**src/rtl/result_serializer.sv**
```systemverilog
// Buffers 32-bit multiplier results in a circular buffer and streams each one out
// as two 16-bit half-words (upper first) over a valid/ready handshake.
module result_serializer #(
    parameter int DEPTH = 4,
    parameter int CW    = 3
) (
    input  logic          clk,
    input  logic          rst,
    input  logic          done_in,
    input  logic [31:0]   result_in,
    output logic          full,
    output logic [15:0]   out_data,
    output logic          out_valid,
    input  logic          out_ready,
    output logic          out_last,
    output logic [CW-1:0] count,
    output logic          overflow
);

    localparam int AW = $clog2(DEPTH);

    localparam logic [1:0] S_EMPTY = 2'd0;
    localparam logic [1:0] S_HI    = 2'd1;
    localparam logic [1:0] S_LO    = 2'd2;

    logic [31:0]   mem_q [DEPTH];
    logic [AW-1:0] wptr_q, wptr_d;
    logic [AW-1:0] rptr_q, rptr_d;
    logic [CW-1:0] count_q, count_d;
    logic [1:0]    state_q, state_d;
    logic          overflow_q, overflow_d;
    logic          full_w, wr, pop;
    logic [31:0]   head;

    // Full comes from registered count only, so a coinciding pop cannot rescue a write.
    always_comb begin
        full_w = (count_q == CW'(DEPTH));
        wr     = done_in & ~full_w;
        pop    = (state_q == S_LO) & out_ready;
        head   = mem_q[rptr_q];

        wptr_d     = wr  ? wptr_q + AW'(1) : wptr_q;
        rptr_d     = pop ? rptr_q + AW'(1) : rptr_q;
        overflow_d = overflow_q | (done_in & full_w);

        count_d = count_q;
        case ({wr, pop})
            2'b10:   count_d = count_q + CW'(1);
            2'b01:   count_d = count_q - CW'(1);
            default: count_d = count_q;
        endcase

        state_d = state_q;
        case (state_q)
            S_EMPTY: if (wr) state_d = S_HI;
            S_HI:    if (out_ready) state_d = S_LO;
            S_LO:    if (out_ready) state_d = (count_d != '0) ? S_HI : S_EMPTY;
            default: state_d = S_EMPTY;
        endcase
    end

    always_ff @(posedge clk) begin
        if (rst) begin
            wptr_q     <= '0;
            rptr_q     <= '0;
            count_q    <= '0;
            state_q    <= S_EMPTY;
            overflow_q <= 1'b0;
        end else begin
            wptr_q     <= wptr_d;
            rptr_q     <= rptr_d;
            count_q    <= count_d;
            state_q    <= state_d;
            overflow_q <= overflow_d;
        end
    end

    // Storage is not reset; pointers alone define which entries are live.
    always_ff @(posedge clk) begin
        if (!rst && wr) mem_q[wptr_q] <= result_in;
    end

    always_comb begin
        out_valid = 1'b0;
        out_last  = 1'b0;
        out_data  = 16'h0000;
        case (state_q)
            S_HI: begin
                out_valid = 1'b1;
                out_data  = head[31:16];
            end
            S_LO: begin
                out_valid = 1'b1;
                out_last  = 1'b1;
                out_data  = head[15:0];
            end
            default: ;
        endcase
    end

    assign full     = full_w;
    assign count    = count_q;
    assign overflow = overflow_q;

endmodule

```
**config.mk**
```make
export PLATFORM = sky130hd
export DESIGN_NAME = result_serializer
export DESIGN_NICKNAME = d
export VERILOG_FILES = /design/src/rtl/result_serializer.sv
export SDC_FILE = /design/constraint.sdc
export NUM_CORES = 1
export LEC_CHECK = 0
export ABC_AREA = 1
export BUFFER_PORTS_ARGS = -buffer_cell sky130_fd_sc_hd__clkbuf_2
export CAP_MARGIN = 20
export CORE_MARGIN = 3
export CORE_UTILIZATION = 42
export DETAILED_ROUTE_END_ITERATION = 12
export PLACE_DENSITY = 0.72
export SYNTH_ARGS = -nofsm -noshare
export SYNTH_HDL_FRONTEND = slang
export SYNTH_SLANG_ARGS = --single-unit
```
**constraint.sdc**
```tcl
create_clock -name clk -period 7.8 [get_ports clk]
set_input_delay 2.34 -clock clk [delete_from_list [all_inputs] [get_ports clk]]
set_output_delay 2.34 -clock clk [all_outputs]
set_load 0.03 [all_outputs]
```
Yosys cells after proc, flatten, opt, wreduce, memory -nomap -nowiden
Memory sizes are Yosys's and may differ from the RTL's. A register that Yosys moved wholly into a read port is not among the register bits.
Index checks and enable logic that the tools add are counted.
Operators by class
  equal/unequal tests: 8
  bitwise logic cells: 5
  muxes and demuxes: 13
  reductions and logical operators: 6
  add/sub/neg operators: 4
Operators with widths (count)
  one-hot mux 16 bit (2 select lines): 1
  two-way mux 2 bit: 5
  inequality test 2 bit, second input constant: 3
  one-hot mux 2 bit (3 select lines): 1
  one-hot mux 3 bit (2 select lines): 1
  two-way mux 1 bit: 5
  adder 2 x 1 -> 2 bit, second input constant: 2
  equality test 2 x 1 -> 1 bit, second input constant: 2
  equality test 2 bit, second input constant: 2
  adder 3 x 1 -> 3 bit, second input constant: 1
  bitwise AND 1 bit: 3
  equality test 3 bit, second input constant: 1
  AND reduction 3 bit: 1
  nonzero test 3 bit: 1
  subtractor 3 x 1 -> 3 bit, second input constant: 1
  zero test 2 bit: 1
  OR reduction 2 bit: 1
  logical AND 1 bit: 1
  zero test 1 bit: 1
  inverter 1 bit: 1
  bitwise OR 1 bit: 1
Storage, ports and cells
  output and inout bits: 23
  register bits after elaboration: 10
  memory bits (writable): 128
  memories kept: 1
Memory list
  mem_q: depth 4, width 32, read ports 1, clocked after memory_dff 1, wr ports 1, line 26  | logic [31:0] mem_q [DEPTH];

Logic depth before layout (Yosys ltp)
  word-level depth: 9
  depth in mapped cells: 17

Least setup slack after synthesis
Ideal clock, no wire load.
  path kind: input to register
  start point: in rst
  end point: mem mem_q[0][0], enable pin
  path buffers: 0
  cell stages on the path: 3
  slack: 3.439 ns
  arrival time: 3.940 ns
  data required time: 7.379 ns
  setup time: 0.421 ns
  path through: inv_1 -> nand3_1 -> nor2_1
On the way
  word-level cells in the longest chain between the ends: 4
RTL lines
  start, declared: line 8  | input logic rst,
  zero test 1 bit: line 80  | if (!rst && wr) mem_q[wptr_q] <= result_in;
  logical AND 1 bit: line 80
  two-way mux 1 bit: line 80
  two-way mux 1 bit (not written as such): line 80
  end, declared: line 26
Every way passes these cells.

==> flow_metrics.tcl <==
set metrics [dict create \
    outcome "complete, no violations" \
    synth-edff-count 128 \
    grt_usage 0.165 \
    via_per_inst 5.24 \
    path_class "reg2out" \
    dieArea_sq_um 15000 \
    yosysWarnings 0 \
    fin_crit_sh 0.692 \
    clk_pin_slew_ns 0.06 \
    p_leak_nw 2.39 \
    tns_ns 0 \
    relSlewSlack 0.385 \
    postCtsSetupRepairBufs 0 \
    clkLatencyLatePin_ns 0.41 \
    antenna_found_initial 0 \
    io_buffers 58 \
    grt_pass1_vias 3631 \
    syn-instance-count 436 \
    mostFrequentLayoutCell "edfxtp_1" \
    fin_util 0.522 \
    start_util 0.441 \
    m1WireLength_mm 4.91 \
    postRouteAntennaNets 0 \
    wl_met3_um 728 \
    total_power_mw 2.18 \
    n_fill_cell 1071 \
    vdd_drop_max_v 0.000301 \
    skew_ns 0.00831 \
    dominantRegCellSynth "edfxtp_1" \
    rows 41 \
    r2r_slack_ns 4.85 \
    power_density_nw_per_um2 322 \
    nNetsFinal 542 \
    cts_resized 0 \
    avgSynthCellArea_sq_um 13.1 \
    crit_required_ns 5.46 \
    first_pass_iters 4 \
    holdWs_ns 0.452 \
    highest_layer "met4" \
    wl_mm 11.8 \
    cp.arrival_ns 3.06 \
    syn_nets 483 \
    crit_path_start_kind "flip-flop" \
    synthDistinctLibCells 24 \
    cts_buffer_depth 2 \
    fin_crit_ns 5.40 \
    tightest_slew_ns 0.923 \
    drv_slew 0 \
    drt_iter0_drc 230 \
    core_sq_um 12900 \
    synth-seq-cells 140 \
    ys_seq_area_frac 0.716 \
    ys_async_sr_fraction 0 \
    grt_start_max_net_pins 66 \
    dp_hpwl_mm 6.73 \
    fmax_mhz 185 \
    numCtsBuffers 17 \
    top_level_ports 59 \
    cp_max_fo 65 \
    cts_root_buf "clkbuf_16" \
    vias 3565 \
    cap_violations 0 \
    hold_viol 0 \
    cts_sinks 140 \
    place_ws_ns 2.85 \
    cts_tree "done" \
    layout_setup_ws_ns 2.40 \
    end_kind "primary output" \
    drive_above_1_share 0.199 \
    wl_per_cell_um 17.4 \
    met2_length_mm 6.06 \
    most-common-layout-cells "edfxtp_1 (128), nor2_1 (69), clkbuf_2 (58)" \
    die_h_um 123 \
    n_antenna_cell 0 \
    rsz0062_at_grt "false" \
    hold_class "reg2reg" \
    drc 0 \
    die_x_um 123 \
    gp_congestion 0.748 \
    setup_viol 0 \
    synth_area_sq_um 5700 \
    grt_pass1_wl_mm 18.3 \
    areaGrowthSynthToFinish_pct 18.5 \
    htree_levels 4 \
    ctsHoldBuffers 0 \
    grt_remaining_overflow 0 \
]
## power breakdown
group / internal (mW) / switching [mW]
Combinational: 0.113 / 0.301
Sequential: 0.857 / 0.0157
Clock: 0.597 / 0.292
## final timing paths
kind / startpoint / to / cells after the start
worst max-delay path: flip-flop / out_data[1] / 7
worst min-delay path: overflow / overflow / 2
worst max register to register: state_q[0] / state_q[0] / 14
worst min register to register: overflow / overflow / 2
## final cells by class
class	instances	area [sq um]	area share
timing repair buffer	64	348	0.0515
inverter	24	91.3	0.0135
clock buffer	19	433	0.0641
multi-input combinational	248	1360	0.201
sequential	140	4090	0.605
clock inverter	13	221	0.0328
tap	172	215	0.0319
## registers in the layout, summed over array words and instances, names as in the netlist, named ones only
name / cells
mem_q: 128
state_q: 2
rptr_q: 2
count: 3
wptr_q: 2
overflow: 1
## through the flow
step | cells | cell area [sq um]
after detailed placement | 647 | 6080
after floorplan | 436 | 5700
after global placement | 647 | 6080
after global routing | 680 | 6750
after CTS | 679 | 6730
final | 680 | 6750
## worst max-delay path: stages, from the launching register on
cell and delay, ns:
dfxtp_2 0.31, buf_4 0.59, clkinv_2 0.81, nor2_1 0.39, o32ai_1 0.14, nand2_1 0.08, a21oi_1 0.08, clkbuf_2 0.21
## synth_stat cells (4+ instances only)
cell type | n | area share
o22ai_1 | 16 | 0.018
mux2i_1 | 16 | 0.028
buf_2 | 8 | 0.0070
inv_1 | 23 | 0.015
dfxtp_1 | 12 | 0.042
nand2_1 | 46 | 0.030
o21ai_0 | 38 | 0.033
o32ai_1 | 16 | 0.025
buf_6 | 4 | 0.0079
clkbuf_1 | 5 | 0.0033
edfxtp_1 | 128 | 0.67
a21oi_1 | 26 | 0.023
nand3_1 | 4 | 0.0035
ha_1 | 10 | 0.022
nor2_1 | 73 | 0.048
## per-layer routing
metal  up-vias  GRT usage
met1      1736      0.192
met4         0     0.0546
met3        12     0.0618
met2       117      0.284
li1       1700          -
met5         -          0
## cells by family (layout without fill, tap and decap cells)
logic type                 count (synthesis)  count (layout)  share of synthesized area
AOI/OAI and AO/OA                         96              96                     0.0983
DFF                                      140             140                      0.716
and+or+nand+nor                          124             124                     0.0830
buffers and inverters                     48             120                     0.0472
xor gates and xnor gates                   1               1                    0.00154
adders and majority gates                 11              11                     0.0255
muxes                                     16              16                     0.0281
Note: power is estimated with default switching activity, not from simulation.
